[src/rtl/nios2_pio_pkg.sv]
// Shared definitions for the Nios II output PIO with pulse engine:
// register word addresses and the pulse timer state encoding.
package nios2_pio_pkg;

  localparam logic [2:0] ADDR_DATA      = 3'd0;
  localparam logic [2:0] ADDR_STATUS    = 3'd1;
  localparam logic [2:0] ADDR_PULSE_LEN = 3'd2;
  localparam logic [2:0] ADDR_PULSE     = 3'd3;
  localparam logic [2:0] ADDR_OUTSET    = 3'd4;
  localparam logic [2:0] ADDR_OUTCLEAR  = 3'd5;

  typedef enum logic [0:0] {
    PULSE_IDLE,
    PULSE_ACTIVE
  } pulse_state_e;

endpackage

[src/rtl/nios2_pio_out_pulse_if.sv]
// Avalon-MM s1 slave bus bundle for the output PIO.
interface nios2_pio_out_pulse_if;

  logic [2:0]  address;
  logic        chipselect;
  logic        write_n;
  logic [31:0] writedata;
  logic [31:0] readdata;

  modport master (
    output address, chipselect, write_n, writedata,
    input  readdata
  );

  modport slave (
    input  address, chipselect, write_n, writedata,
    output readdata
  );

endinterface

[src/rtl/nios2_pio_pulse_timer.sv]
// One-shot pulse timer: latches a bit mask and holds it for len cycles.
// mask_next exposes the post-edge mask so the owner can register its output
// in step with busy.
module nios2_pio_pulse_timer
  import nios2_pio_pkg::*;
#(
  parameter int unsigned DATA_WIDTH = 20,
  parameter int unsigned CNT_WIDTH  = 16
) (
  input  logic                  clk,
  input  logic                  reset,
  input  logic                  start,
  input  logic [CNT_WIDTH-1:0]  len,
  input  logic [DATA_WIDTH-1:0] mask_in,
  output logic [DATA_WIDTH-1:0] mask_q,
  output logic [DATA_WIDTH-1:0] mask_next,
  output logic                  busy,
  output logic                  done,
  output logic                  drop
);

  pulse_state_e          state_q, state_d;
  logic [CNT_WIDTH-1:0]  cnt_q, cnt_d;
  logic [DATA_WIDTH-1:0] mask_d;

  // Next-state, counter and strobe decode.
  always_comb begin
    state_d = state_q;
    cnt_d   = cnt_q;
    mask_d  = mask_q;
    done    = 1'b0;
    drop    = 1'b0;
    unique case (state_q)
      PULSE_IDLE: begin
        // Zero mask or zero length is a silent no-op.
        if (start && (mask_in != '0) && (len != '0)) begin
          state_d = PULSE_ACTIVE;
          cnt_d   = len;
          mask_d  = mask_in;
        end
      end
      PULSE_ACTIVE: begin
        drop = start;
        if (cnt_q == CNT_WIDTH'(1)) begin
          state_d = PULSE_IDLE;
          cnt_d   = '0;
          mask_d  = '0;
          done    = 1'b1;
        end else begin
          cnt_d = cnt_q - CNT_WIDTH'(1);
        end
      end
      default: state_d = PULSE_IDLE;
    endcase
  end

  // State, counter and mask registers.
  always_ff @(posedge clk) begin
    if (reset) begin
      state_q <= PULSE_IDLE;
      cnt_q   <= '0;
      mask_q  <= '0;
    end else begin
      state_q <= state_d;
      cnt_q   <= cnt_d;
      mask_q  <= mask_d;
    end
  end

  assign mask_next = mask_d;
  assign busy      = (state_q == PULSE_ACTIVE);

endmodule

[src/rtl/nios2_pio_out_pulse.sv]
// Avalon-MM output PIO with atomic set/clear and a one-shot pulse engine
// that inverts masked output bits for PULSE_LEN cycles.
// Optional irq on pulse completion: define NIOS2_PIO_PULSE_IRQ_EN.
module nios2_pio_out_pulse
  import nios2_pio_pkg::*;
#(
  parameter int unsigned DATA_WIDTH  = 20,
  parameter int unsigned CNT_WIDTH   = 16,
  parameter logic [31:0] RESET_VALUE = 32'h0
) (
  input  logic                  clk,
  input  logic                  reset,
  nios2_pio_out_pulse_if.slave  bus,
  output logic [DATA_WIDTH-1:0] out_port
`ifdef NIOS2_PIO_PULSE_IRQ_EN
  ,
  output logic                  irq
`endif
);

  localparam logic [DATA_WIDTH-1:0] ResetData = RESET_VALUE[DATA_WIDTH-1:0];

  logic                  wr;
  logic [DATA_WIDTH-1:0] wdata_dw;
  logic [CNT_WIDTH-1:0]  wdata_cw;
  logic [DATA_WIDTH-1:0] data_q, data_d;
  logic [CNT_WIDTH-1:0]  plen_q, plen_d;
  logic                  dropped_q, dropped_d;
  logic [DATA_WIDTH-1:0] out_d;
  logic                  status_wr;
  logic                  irq_bit;
  logic [DATA_WIDTH-1:0] mask_q, mask_next;
  logic                  busy, done, drop;
  logic                  unused_wdata;

  assign wr           = bus.chipselect & ~bus.write_n;
  assign wdata_dw     = bus.writedata[DATA_WIDTH-1:0];
  assign wdata_cw     = bus.writedata[CNT_WIDTH-1:0];
  assign status_wr    = wr && (bus.address == ADDR_STATUS);
  assign unused_wdata = ^{bus.writedata, mask_q};

  nios2_pio_pulse_timer #(
    .DATA_WIDTH (DATA_WIDTH),
    .CNT_WIDTH  (CNT_WIDTH)
  ) u_timer (
    .clk       (clk),
    .reset     (reset),
    .start     (wr && (bus.address == ADDR_PULSE)),
    .len       (plen_q),
    .mask_in   (wdata_dw),
    .mask_q    (mask_q),
    .mask_next (mask_next),
    .busy      (busy),
    .done      (done),
    .drop      (drop)
  );

  // Register-file write decode; output tracks post-edge data and mask.
  always_comb begin
    data_d    = data_q;
    plen_d    = plen_q;
    dropped_d = dropped_q;
    if (wr) begin
      case (bus.address)
        ADDR_DATA:      data_d = wdata_dw;
        ADDR_PULSE_LEN: plen_d = wdata_cw;
        ADDR_OUTSET:    data_d = data_q | wdata_dw;
        ADDR_OUTCLEAR:  data_d = data_q & ~wdata_dw;
        default:        ;
      endcase
    end
    if (status_wr) dropped_d = 1'b0;
    if (drop)      dropped_d = 1'b1;
    out_d = data_d ^ mask_next;
  end

  // Register file and registered output.
  always_ff @(posedge clk) begin
    if (reset) begin
      data_q    <= ResetData;
      plen_q    <= '0;
      dropped_q <= 1'b0;
      out_port  <= ResetData;
    end else begin
      data_q    <= data_d;
      plen_q    <= plen_d;
      dropped_q <= dropped_d;
      out_port  <= out_d;
    end
  end

`ifdef NIOS2_PIO_PULSE_IRQ_EN
  logic irq_q;

  // Completion interrupt; a same-edge set beats the STATUS-write clear.
  always_ff @(posedge clk) begin
    if (reset) begin
      irq_q <= 1'b0;
    end else if (done) begin
      irq_q <= 1'b1;
    end else if (status_wr) begin
      irq_q <= 1'b0;
    end
  end

  assign irq     = irq_q;
  assign irq_bit = irq_q;
`else
  assign irq_bit = 1'b0;
`endif

  // Zero-wait-state read mux.
  always_comb begin
    bus.readdata = '0;
    case (bus.address)
      ADDR_DATA:      bus.readdata = 32'(data_q);
      ADDR_STATUS:    bus.readdata = {29'b0, irq_bit, dropped_q, busy};
      ADDR_PULSE_LEN: bus.readdata = 32'(plen_q);
      default:        bus.readdata = '0;
    endcase
  end

endmodule

[src/flat_wrapper.sv]
// flat-port wrapper written by rule: the top's interface ports become plain ports
module nios2_pio_out_pulse_flat import nios2_pio_pkg::*;
#(
  parameter int unsigned DATA_WIDTH  = 20,
  parameter int unsigned CNT_WIDTH   = 16,
  parameter logic [31:0] RESET_VALUE = 32'h0
)
  (clk, reset, out_port, bus_address, bus_chipselect, bus_write_n, bus_writedata, bus_readdata);
  nios2_pio_out_pulse_if bus_i ();
  input  logic clk;
  input  logic reset;
  output logic [DATA_WIDTH-1:0] out_port;
  input wire logic [$bits(bus_i.address)-1:0] bus_address;
  input wire logic [$bits(bus_i.chipselect)-1:0] bus_chipselect;
  input wire logic [$bits(bus_i.write_n)-1:0] bus_write_n;
  input wire logic [$bits(bus_i.writedata)-1:0] bus_writedata;
  output wire logic [$bits(bus_i.readdata)-1:0] bus_readdata;
  assign bus_i.address = bus_address;
  assign bus_i.chipselect = bus_chipselect;
  assign bus_i.write_n = bus_write_n;
  assign bus_i.writedata = bus_writedata;
  assign bus_readdata = bus_i.readdata;
  nios2_pio_out_pulse #(.DATA_WIDTH(DATA_WIDTH), .CNT_WIDTH(CNT_WIDTH), .RESET_VALUE(RESET_VALUE)) u_core (.clk(clk), .reset(reset), .bus(bus_i), .out_port(out_port));
endmodule
[config.mk]
export PLATFORM = sky130hd
export DESIGN_NAME = nios2_pio_out_pulse_flat
export DESIGN_NICKNAME = d
export VERILOG_FILES = /design/src/rtl/nios2_pio_pkg.sv /design/src/rtl/nios2_pio_out_pulse_if.sv /design/src/rtl/nios2_pio_pulse_timer.sv /design/src/rtl/nios2_pio_out_pulse.sv /design/src/flat_wrapper.sv
export SDC_FILE = /design/constraint.sdc
export NUM_CORES = 1
export LEC_CHECK = 0
export CAP_MARGIN = 15
export CORE_MARGIN = 2
export CORE_UTILIZATION = 65
export DETAILED_ROUTE_END_ITERATION = 8
export DONT_BUFFER_PORTS = 1
export GPL_TIMING_DRIVEN = 0
export PLACE_DENSITY_LB_ADDON = 0.1
export SLEW_MARGIN = 5
export SYNTH_ARGS = -nofsm -noshare
export SYNTH_HDL_FRONTEND = slang
export SYNTH_SLANG_ARGS = --single-unit
[constraint.sdc]
create_clock -name clk -period 5.24 [get_ports clk]
set_input_delay 1.048 -clock clk [delete_from_list [all_inputs] [get_ports clk]]
set_output_delay 1.048 -clock clk [all_outputs]
set_load 0.03 [all_outputs]
==> reports/summary.md <==
* **per-instance average area after synthesis** 8.52 sq um
* **hold worst-path end** u_core.u_timer.cnt_q[9]
* **# rows** 31
* **initial antenna violation count** 0
* **highest achievable clock rate** 0.250 GHz
* **First-pass DRT Iterations** 5
* **Worst EP required** 4190 ps
* **Die H** 90.0 microns
* **proportion of synthesized flip-flops having asynchronous set or reset** 0%
* **sinks on the clock net** 94
* **number of cells after detailed placement** 674
* **latest clock arrival within the worst-skew pair** 380 ps
* **number of global-route vias before repair** 4219
* **launch point of the worst hold path** u_core.u_timer.cnt_q[9]
* **fin crit share** 76.3%
* **first element of the critical path** bus_address[1]
* **critical path arrival** 2950 ps
* **maximum number of pins on one net before global-route repair** 19
* **Setup crit end kind** primary output
* **run status** finished clean
* **unrepaired setup endpoints after global routing** false
* **layout cells sized above 1** 15.5%
* **final routed wirelength across all metal layers** 13700 microns
* **classification of the worst setup path** input pin to primary output
* **nets** 628
* **IO Port Bufs** 0
* **initial core utilization** 66.6%
* **highest fanout seen on the critical path** 10
* **hpwl dp** 9840 microns
* **normalized max-slew margin** 38.6%
* **Setup Slack @ Placement** 1020 ps
* **max-slew violation count** 0
* **wire length of the first global-routing pass** 21700 microns
* **number of design-rule violations left by the first detailed-router iteration** 351
* **post-cts resize count** 0
* **proportion of netlist area held by the largest area contributor** 39.2%
* **worst voltage drop across the vdd grid** 0.000172 V
* **signed area change from the synthesized netlist to the final layout** 7.42%
* **post-route worst setup slack** 1240 ps
* **clk root buf** sky130_fd_sc_hd__clkbuf_8
* **Area after DPL** 4970 sq um
* **buffers from clock root to sink, at most** 2
* **number of buffers created by CTS** 9
* **Final Non-Filler Cells** 691
* **sum of negative setup slack** 0 ps
* **number of distinct library cell variants in the gate-level netlist after synthesis** 59
* **Min Clock Period, post-route** 4000 ps
* **final RePlAce weighted congestion** 0.953
* **warnings from Yosys** 0
* **met2 demand-to-capacity share in global routing** 55.4%
* **leading register cell type out of synthesis** sky130_fd_sc_hd__dfxtp_1
* **gate count after technology mapping** 564
* **Antenna Violating Nets Remaining** 0
* **most numerous cell in the Yosys netlist** sky130_fd_sc_hd__dfxtp_1
* **TritonCTS clock tree** yes
* **ports placed on the boundary** 91
* **Setup violations, final** 0
* **global route overflow** 0
* **capture point of the worst reg-to-reg path** u_core.u_timer.cnt_q[0]
* **count of flip-flops with a built-in enable after synthesis** 0
* **most common library cells after synthesis** 94 x sky130_fd_sc_hd__dfxtp_1, 68 x sky130_fd_sc_hd__nand2_1, 48 x sky130_fd_sc_hd__nor2_1, 32 x sky130_fd_sc_hd__a21oi_1, 27 x sky130_fd_sc_hd__a22oi_1
* **H-tree depth** 3
* **WL per Instance** 19.8 microns
* **final instance area** 5160 sq um
* **clk_skew** 12.8 ps
* **overall via count from detail_route** 4449
* **crit start category** input pin
* **Cell Area, Synth** 4800 sq um
* **post-synthesis sequential area ratio** 39.2%
* **most used routing layer in global routing** met2
* **cell depth of the worst min-delay path** 2
* **Clock transition at path regs** 100 ps
* **fraction of met1 tracks used by global routing** 41.9%
* **FF+latch count, synth** 94
* **critical register-to-register path startpoint** u_core.plen_q[9]
* **cell types with the largest area share after synthesis** sky130_fd_sc_hd__dfxtp_1 39%, sky130_fd_sc_hd__nand2_1 5.3%, sky130_fd_sc_hd__mux2_2 4.9%
* **cts-stage hold buffer count** 0
* **Final Hold Fails** 0
* **remaining design rule violation count** 0
* **type of the worst min-delay path** flip-flop to flip-flop
* **top cell type by total area after synthesis** sky130_fd_sc_hd__dfxtp_1
* **R2R depth** 7
* **Static Leak** 0.00220 uW
* **max_cap viols** 0
* **met3 demand-to-capacity share in global routing** 7.80%
* **total global-route track usage** 33.4%
* **post-CTS setup repair buffer count** 0
* **pwr/cell area** 258 nW/um^2
* **Die Wd** 90.0 microns
* **antenna diode count** 0
* **transition at the pin with the smallest max-transition slack** 921 ps
* **detail-routed via count per cell** 6.44
* **area of the die** 8090 sq um
* **core area** 7210 sq um
* **FF-to-FF setup slack** 2670 ps
* **Hold WS** 510 ps
## layout by cell type, fill, tap and decap left out, drive strengths merged, types with 18 or more instances in the layout
cell type	count
buf	24
nor2	48
inv	31
o21ai	28
mux2	21
a21oi	33
a22oi	37
clkbuf	35
dfxtp	94
a22o	18
nand2	68
## flip-flops by register name, summed over array words and instances (netlist names)
name / cells
u_core.plen_q: 16
u_core.dropped_q: 1
u_core.data_q: 20
u_core.u_timer.busy: 1
u_core.u_timer.cnt_q: 16
u_core.out_port: 20
u_core.u_timer.mask_q: 20
## critical path, cell delays in order
cell and delay [ps]:
sky130_fd_sc_hd__clkbuf_1 160, sky130_fd_sc_hd__nor3_1 500, sky130_fd_sc_hd__buf_2 290, sky130_fd_sc_hd__clkbuf_1 500
sky130_fd_sc_hd__a22o_1 440
## area by class of cell
cell class              count  area (sq um)
plain buffers              49           267
clock buffers               9           124
clock inverters             7          62.6
fillers                   591          2050
inverters                  26          97.6
multi-input cells         406          2600
flip-flops and latches     94          1880
well taps                  99           124
repair buffers              1          5.00
## metrics by stage
stage          total power (uW)  utilization (%)
2_1_floorplan               841                -
3_3_place_gp                863             68.9
3_5_place_dp                866             68.9
4_1_cts                    1320             71.5
5_1_grt                    1360             71.5
6_report                   1330             71.5
## worst max path at each step
stage	endpoint	slack [ps]	depth (start not counted)
after CTS	bus_readdata[10]	1020	4
after global routing	bus_readdata[11]	1090	5
after global placement	bus_readdata[10]	1040	4
final	bus_readdata[15]	1240	5
after detailed placement	bus_readdata[10]	1020	4
after floorplan	bus_readdata[10]	1770	4
## layer usage
| layer | share of wire (%) | up-vias | wire length, microns |
|---|---|---|---|
| li1 | - | 2059 | - |
| met1 | 41 | 2094 | 5550 |
| met2 | 46 | 259 | 6300 |
| met3 | 11 | 37 | 1450 |
| met4 | 2.9 | 0 | 391 |
| met5 | 0 | - | 0 |
## power breakdown
part,internal (uW),total [uW],switching (uW)
combinational,37.3,113,75.5
clock,184,477,294
sequential,725,741,16.3
total,946,1330,385
## cell families after synthesis
logic type               count (synthesis)  share of synthesized area, %
XOR/XNOR                                 4                         0.729
flip-flops                              94                          39.2
other                                    1                        0.0781
AND/OR/NAND/NOR                        197                          20.1
adder cells (fa/ha/maj)                  2                         0.521
buffers and inverters                   75                          7.58
multiplexers                            37                          8.26
AO/OA/AOI/OAI                          154                          23.6
(Power assumes the default switching activity.)
